[src/rtl/seg7_seq_monitor.sv]
`default_nettype none
// ============================================================================
// seg7_seq_monitor : debounces an active-low 7-seg bus, decodes it and checks
// each new digit against the odd-step sequence. Optional: SEG7_MON_ERR_STICKY_EN
// Revision : 1.0
// ============================================================================
module seg7_seq_monitor #(
  parameter int STABLE_CNT = 4,
  parameter int ERR_W      = 8
) (
  input  logic             clk,
  input  logic             rst_n,
  input  logic             sample_en,
  input  logic [6:0]       hex_in,
  input  logic             reverse,
`ifdef SEG7_MON_ERR_STICKY_EN
  input  logic             err_clr,
  output logic             err_sticky,
`endif
  output logic [2:0]       digit,
  output logic             digit_valid,
  output logic             locked,
  output logic             seq_err,
  output logic [ERR_W-1:0] err_count,
  output logic             invalid_pat
);

  localparam int               STAB_W    = $clog2(STABLE_CNT + 1);
  localparam logic [STAB_W-1:0] STAB_MAX = STAB_W'(STABLE_CNT);
  localparam logic [STAB_W-1:0] STAB_ONE = STAB_W'(1);
  localparam logic [6:0]       PAT_BLANK = 7'h7F;
  localparam logic [ERR_W-1:0] ERR_MAX   = {ERR_W{1'b1}};

  localparam logic [0:0] ST_HUNT  = 1'b0;
  localparam logic [0:0] ST_TRACK = 1'b1;

  logic [6:0]        cand_q, cand_d;
  logic [6:0]        acc_q, acc_d;
  logic [STAB_W-1:0] stab_q, stab_d;
  logic [0:0]        state_q, state_d;
  logic [2:0]        digit_q, digit_d;
  logic              digit_valid_q, digit_valid_d;
  logic              seq_err_q, seq_err_d;
  logic [ERR_W-1:0]  err_count_q, err_count_d;
  logic              invalid_q, invalid_d;

  logic              commit;
  logic [2:0]        dec_digit;
  logic              dec_ok;
  logic              dec_blank;
  logic [2:0]        exp_digit;

  function automatic logic [2:0] next_digit(input logic [2:0] d, input logic rev);
    logic [2:0] n;
    n = 3'd0;
    if (!rev) begin
      case (d)
        3'd0:    n = 3'd1;
        3'd1:    n = 3'd3;
        3'd3:    n = 3'd5;
        3'd5:    n = 3'd7;
        default: n = 3'd0;
      endcase
    end else begin
      case (d)
        3'd0:    n = 3'd7;
        3'd7:    n = 3'd5;
        3'd5:    n = 3'd3;
        3'd3:    n = 3'd1;
        default: n = 3'd0;
      endcase
    end
    return n;
  endfunction

  // Decode always looks at the candidate: it is what gets committed.
  always_comb begin
    dec_digit = 3'd0;
    dec_ok    = 1'b1;
    dec_blank = 1'b0;
    case (cand_q)
      7'h40:   dec_digit = 3'd0;
      7'h79:   dec_digit = 3'd1;
      7'h24:   dec_digit = 3'd2;
      7'h30:   dec_digit = 3'd3;
      7'h19:   dec_digit = 3'd4;
      7'h12:   dec_digit = 3'd5;
      7'h02:   dec_digit = 3'd6;
      7'h78:   dec_digit = 3'd7;
      PAT_BLANK: begin
        dec_ok    = 1'b0;
        dec_blank = 1'b1;
      end
      default: dec_ok = 1'b0;
    endcase
  end

  always_comb begin
    cand_d = cand_q;
    stab_d = stab_q;
    if (sample_en) begin
      if (hex_in == cand_q) begin
        if (stab_q < STAB_MAX) begin
          stab_d = stab_q + STAB_ONE;
        end
      end else begin
        cand_d = hex_in;
        stab_d = STAB_ONE;
      end
    end
  end

  assign commit    = sample_en && (stab_q == STAB_MAX) && (cand_q != acc_q);
  assign exp_digit = next_digit(digit_q, reverse);

  always_comb begin
    acc_d         = acc_q;
    state_d       = state_q;
    digit_d       = digit_q;
    digit_valid_d = 1'b0;
    seq_err_d     = 1'b0;
    invalid_d     = invalid_q;
    if (commit) begin
      acc_d = cand_q;
      if (dec_ok) begin
        digit_d       = dec_digit;
        digit_valid_d = 1'b1;
        invalid_d     = 1'b0;
        // A mismatch resyncs onto the received digit rather than dropping lock.
        if ((state_q == ST_TRACK) && (dec_digit != exp_digit)) begin
          seq_err_d = 1'b1;
        end
        state_d = ST_TRACK;
      end else if (dec_blank) begin
        invalid_d = 1'b0;
        state_d   = ST_HUNT;
      end else begin
        invalid_d = 1'b1;
        if (state_q == ST_TRACK) begin
          seq_err_d = 1'b1;
        end
        state_d = ST_HUNT;
      end
    end
  end

`ifdef SEG7_MON_ERR_STICKY_EN
  logic err_sticky_q, err_sticky_d;

  always_comb begin
    err_sticky_d = err_sticky_q;
    err_count_d  = err_count_q;
    if (err_clr) begin
      err_sticky_d = 1'b0;
      err_count_d  = '0;
    end else if (seq_err_d) begin
      err_sticky_d = 1'b1;
      if (err_count_q != ERR_MAX) begin
        err_count_d = err_count_q + 1'b1;
      end
    end
  end

  always_ff @(posedge clk or negedge rst_n) begin
    if (!rst_n) begin
      err_sticky_q <= 1'b0;
    end else begin
      err_sticky_q <= err_sticky_d;
    end
  end

  assign err_sticky = err_sticky_q;
`else
  always_comb begin
    err_count_d = err_count_q;
    if (seq_err_d && (err_count_q != ERR_MAX)) begin
      err_count_d = err_count_q + 1'b1;
    end
  end
`endif

  always_ff @(posedge clk or negedge rst_n) begin
    if (!rst_n) begin
      cand_q        <= PAT_BLANK;
      acc_q         <= PAT_BLANK;
      stab_q        <= '0;
      state_q       <= ST_HUNT;
      digit_q       <= 3'd0;
      digit_valid_q <= 1'b0;
      seq_err_q     <= 1'b0;
      err_count_q   <= '0;
      invalid_q     <= 1'b0;
    end else begin
      cand_q        <= cand_d;
      acc_q         <= acc_d;
      stab_q        <= stab_d;
      state_q       <= state_d;
      digit_q       <= digit_d;
      digit_valid_q <= digit_valid_d;
      seq_err_q     <= seq_err_d;
      err_count_q   <= err_count_d;
      invalid_q     <= invalid_d;
    end
  end

  assign digit       = digit_q;
  assign digit_valid = digit_valid_q;
  assign locked      = (state_q == ST_TRACK);
  assign seq_err     = seq_err_q;
  assign err_count   = err_count_q;
  assign invalid_pat = invalid_q;

endmodule
`default_nettype wire
[config.mk]
export PLATFORM = sky130hd
export DESIGN_NAME = seg7_seq_monitor
export DESIGN_NICKNAME = d
export VERILOG_FILES = /design/src/rtl/seg7_seq_monitor.sv
export SDC_FILE = /design/constraint.sdc
export NUM_CORES = 1
export LEC_CHECK = 0
export BUFFER_PORTS_ARGS = -buffer_cell sky130_fd_sc_hd__buf_2
export CAP_MARGIN = 20
export CORE_MARGIN = 2
export CORE_UTILIZATION = 51
export DETAILED_ROUTE_END_ITERATION = 12
export PLACE_DENSITY = 0.75
export REMOVE_ABC_BUFFERS = 1
export SLEW_MARGIN = 40
export SYNTH_ARGS = -nofsm -noshare
export SYNTH_HDL_FRONTEND = slang
export SYNTH_SLANG_ARGS = --single-unit
export TNS_END_PERCENT = 20
[constraint.sdc]
create_clock -name clk -period 2.9 [get_ports clk]
set_input_delay 0.435 -clock clk [delete_from_list [all_inputs] [get_ports clk]]
set_output_delay 0.435 -clock clk [all_outputs]
set_load 0.01 [all_outputs]
==> impl_metrics.yaml <==
clock_tree:
  numCtsBuffers: 5
  cts_hold_buf: 0
  htreeDepth: 2
  cts_setup_buffers: 0
  cts_resized: 0
  cts_root_buffer: "clkbuf_8"
  cts_tree: "yes"
  cts_buffer_depth: 2
  path_clk_slew_ns: 0.06
  clock_latency_ns: 0.28
  cts_sinks: 32
critical_path:
  start_kind: "flip-flop"
  end_kind: "flip-flop"
  rr_worst_depth: 7
  startpoint: "cand_q[0]"
  worstPathArrival_ns: 2.82
  crit_required_ns: 3.07
  worstSetupPathType: "reg2reg"
  r2r-end: "err_count[1]"
  crit_fanout: 10
  r2r_slack_ns: 0.25
  reg2reg_from: "cand_q[0]"
synthesis:
  synthCells: 170
  yosysWarnings: 0
  syn_area_per_cell_sq_um: 11.0
  synth.distinct_cells: 47
  synth_area_sq_um: 1870
  ys_seq_area_frac: 0.437
  synth_area_leader_cell: "dfrtp_1"
  synth-async-reset-ratio: 1.00
  synth_ff_type: "dfrtp_1"
  synth_edf_count: 0
  yosysTopAreaCellShare: 0.241
  synthTopCellsByArea: "dfrtp_1 (24%), dfstp_2 (20%), mux2_2 (7.8%), xnor2_1 (6.6%), xor2_1 (5.1%)"
  synth-seq-cells: 32
sta:
  fmaxAchievable_mhz: 378
  hold_violations: 0
  fin_tns_setup_ns: 0
  rsz0062_at_grt: "no"
  maxSlewViolCount: 0
  skew_ns: 0.00462
  setup_violations: 0
  fin_crit_sh: 0.913
  tightest_slew_ns: 0.698
  period_needed_ns: 2.65
  slew-limit-headroom: 0.535
pwr:
  power.density_nw_per_um2: 486
  p_sw_uw: 230
  p_int_uw: 789
  p_seq_frac: 0.489
  switching_share: 0.226
  pwr-share-clk: 0.423
  peakVddDrop_uv: 329
  cellLeakagePower_uw: 0.000986
  pwr-share-comb: 0.088
placement:
  hpwl_um: 2500
  io_buffers: 25
  gp_congestion: 0.828
  placed_cells_incl_taps: 233
floorplanning:
  core-area_sq_um: 3610
  die_x_um: 64.6
  start_util: 0.519
  die_y_um: 64.6
  ioPinCount: 26
  die-area_sq_um: 4170
  num_rows: 22
global_route:
  gr-total-overflow: 0
  grtUsageMet3: 0.0590
  grt_start_max_net_pins: 33
  grt_pass1_wl_um: 5730
  antenna_found_initial: 0
  grt_util_all_layers: 0.178
  grt_pass1_vias: 1350
  use_met1: 0.197
  grt_use_met2: 0.310
  grt-busiest-layer: "met2"
final_layout:
  syn_to_final_growth_pct: 12.2
  fin_cells: 241
  fin_nets: 206
  diodes: 0
  drive_gt1_frac: 0.363
routing:
  drt_iter0_markers: 41
  drtPass1Iterations: 4
  via_per_inst: 5.60
  drt-total-wl_um: 3320
  ant_nets: 0
  wl_per_cell_um: 13.8
  drc_errors: 0
  vias: 1349
worst_hold_path:
  hold_path_class: "in2async"
run:
  max_cap_viol_count: 0
status:
  outcome: "finished, final reports clean"
==> critical path, cell delays in order, from the launching register on <==
cell and delay, ns:
dfstp_2 0.42, or4_4 0.56, a2111oi_4 0.37, a21oi_2 0.07
mux2_4 0.27, or3_1 0.36, and3_4 0.20, mux2_4 0.29
==> kinds of logic after synthesis <==
group                    count (synthesis)  share of synthesized area
flip-flops                              32                      0.437
buffers and inverters                   20                     0.0635
multiplexers                            17                      0.105
XOR/XNOR                                25                      0.117
AO/OA/AOI/OAI                           23                     0.0922
AND/OR/NAND/NOR                         50                      0.165
adder cells (fa/ha/maj)                  3                     0.0201
==> power by group through the flow <==
stage / clock [uW] / sequential, uW / combinational [uW]
final: 431 / 499 / 89.4
after global routing: 468 / 502 / 98.9
after CTS: 444 / 499 / 90.8
after detailed placement: 0 / 506 / 90.1
after global placement: 0 / 504 / 87.0
after floorplan: 0 / 498 / 61.2
==> cells in the mapped netlist, types with 2 or more instances <==
cell       n
nor2_1     5
buf_4      3
xor2_1    11
ha_1       3
or3_1      3
and3_1     6
buf_6      4
nor3b_1    2
a31oi_1    2
o21ai_0    7
nor4b_1    2
clkbuf_1   3
nand3_1    3
inv_1      8
mux2_4     2
nor2b_1    2
a22o_1     2
a21oi_1    3
xnor2_1   14
dfrtp_1   18
a21o_1     2
dfstp_2   14
mux2_2    13
nand2_1    7
nor3_1     3
mux2i_1    2
nor4_1     2
nand4_1    5
==> sequential cells by signal, indices dropped and copies added (netlist names) <==
name	cells
err_count	8
acc_q	7
cand_q	7
digit	3
stab_q	3
digit_valid	1
invalid_pat	1
locked	1
seq_err	1
==> how the worst max path moves through the flow <==
| stage | cells past startpoint | end |
|---|---|---|
| 3_5_place_dp | 7 | err_count[1] |
| 4_1_cts | 7 | err_count[1] |
| 6_report | 7 | err_count[1] |
| 2_1_floorplan | 7 | err_count[1] |
| 3_3_place_gp | 7 | err_count[1] |
| 5_1_grt | 7 | err_count[1] |
==> area by class of cell <==
type	instances	area, sq um
Clock buffer	6	82.6
Clock inverter	2	33.8
Fill cell	341	1510
Inverter	8	30.0
Multi-Input combinational cell	118	935
Sequential cell	32	818
Tap cell	48	60.1
Timing Repair Buffer	27	140
==> per-stage QoR <==
step | hold WS, ns | total power (uW) | util | setup slack, ns | instance area [sq um]
global placement | 0.488 | 591 | 0.550 | 0.300 | 1980
CTS | 0.212 | 1030 | 0.582 | 0.251 | 2100
floorplan | 0.139 | 559 | - | 0.297 | 1780
global route | 0.247 | 1070 | 0.582 | 0.160 | 2100
detailed placement | 0.495 | 596 | 0.550 | 0.266 | 1980
finish | 0.195 | 1020 | 0.582 | 0.251 | 2100
==> metal layers <==
metal,up-vias,share of wire,routed length [um]
li1,642,-,-
met1,666,0.43,1430
met2,33,0.50,1660
met3,8,0.049,164
met4,0,0.020,65
met5,-,0,0
==> layout by cell type, fill, tap and decap left out, drive strengths merged, types with 3 or more instances in the layout <==
| master | netlist | routed |
|---|---|---|
| a21oi | 4 | 4 |
| and3 | 8 | 8 |
| buf | 8 | 27 |
| clkbuf | 4 | 6 |
| dfrtp | 18 | 18 |
| dfstp | 14 | 14 |
| ha | 3 | 3 |
| inv | 8 | 8 |
| mux2 | 15 | 15 |
| nand2 | 7 | 7 |
| nand3 | 3 | 3 |
| nand4 | 5 | 5 |
| nor2 | 5 | 5 |
| nor3 | 3 | 3 |
| o21ai | 7 | 7 |
| or3 | 3 | 3 |
| xnor2 | 14 | 14 |
| xor2 | 11 | 11 |
Note: power is estimated with default switching activity, not from simulation.
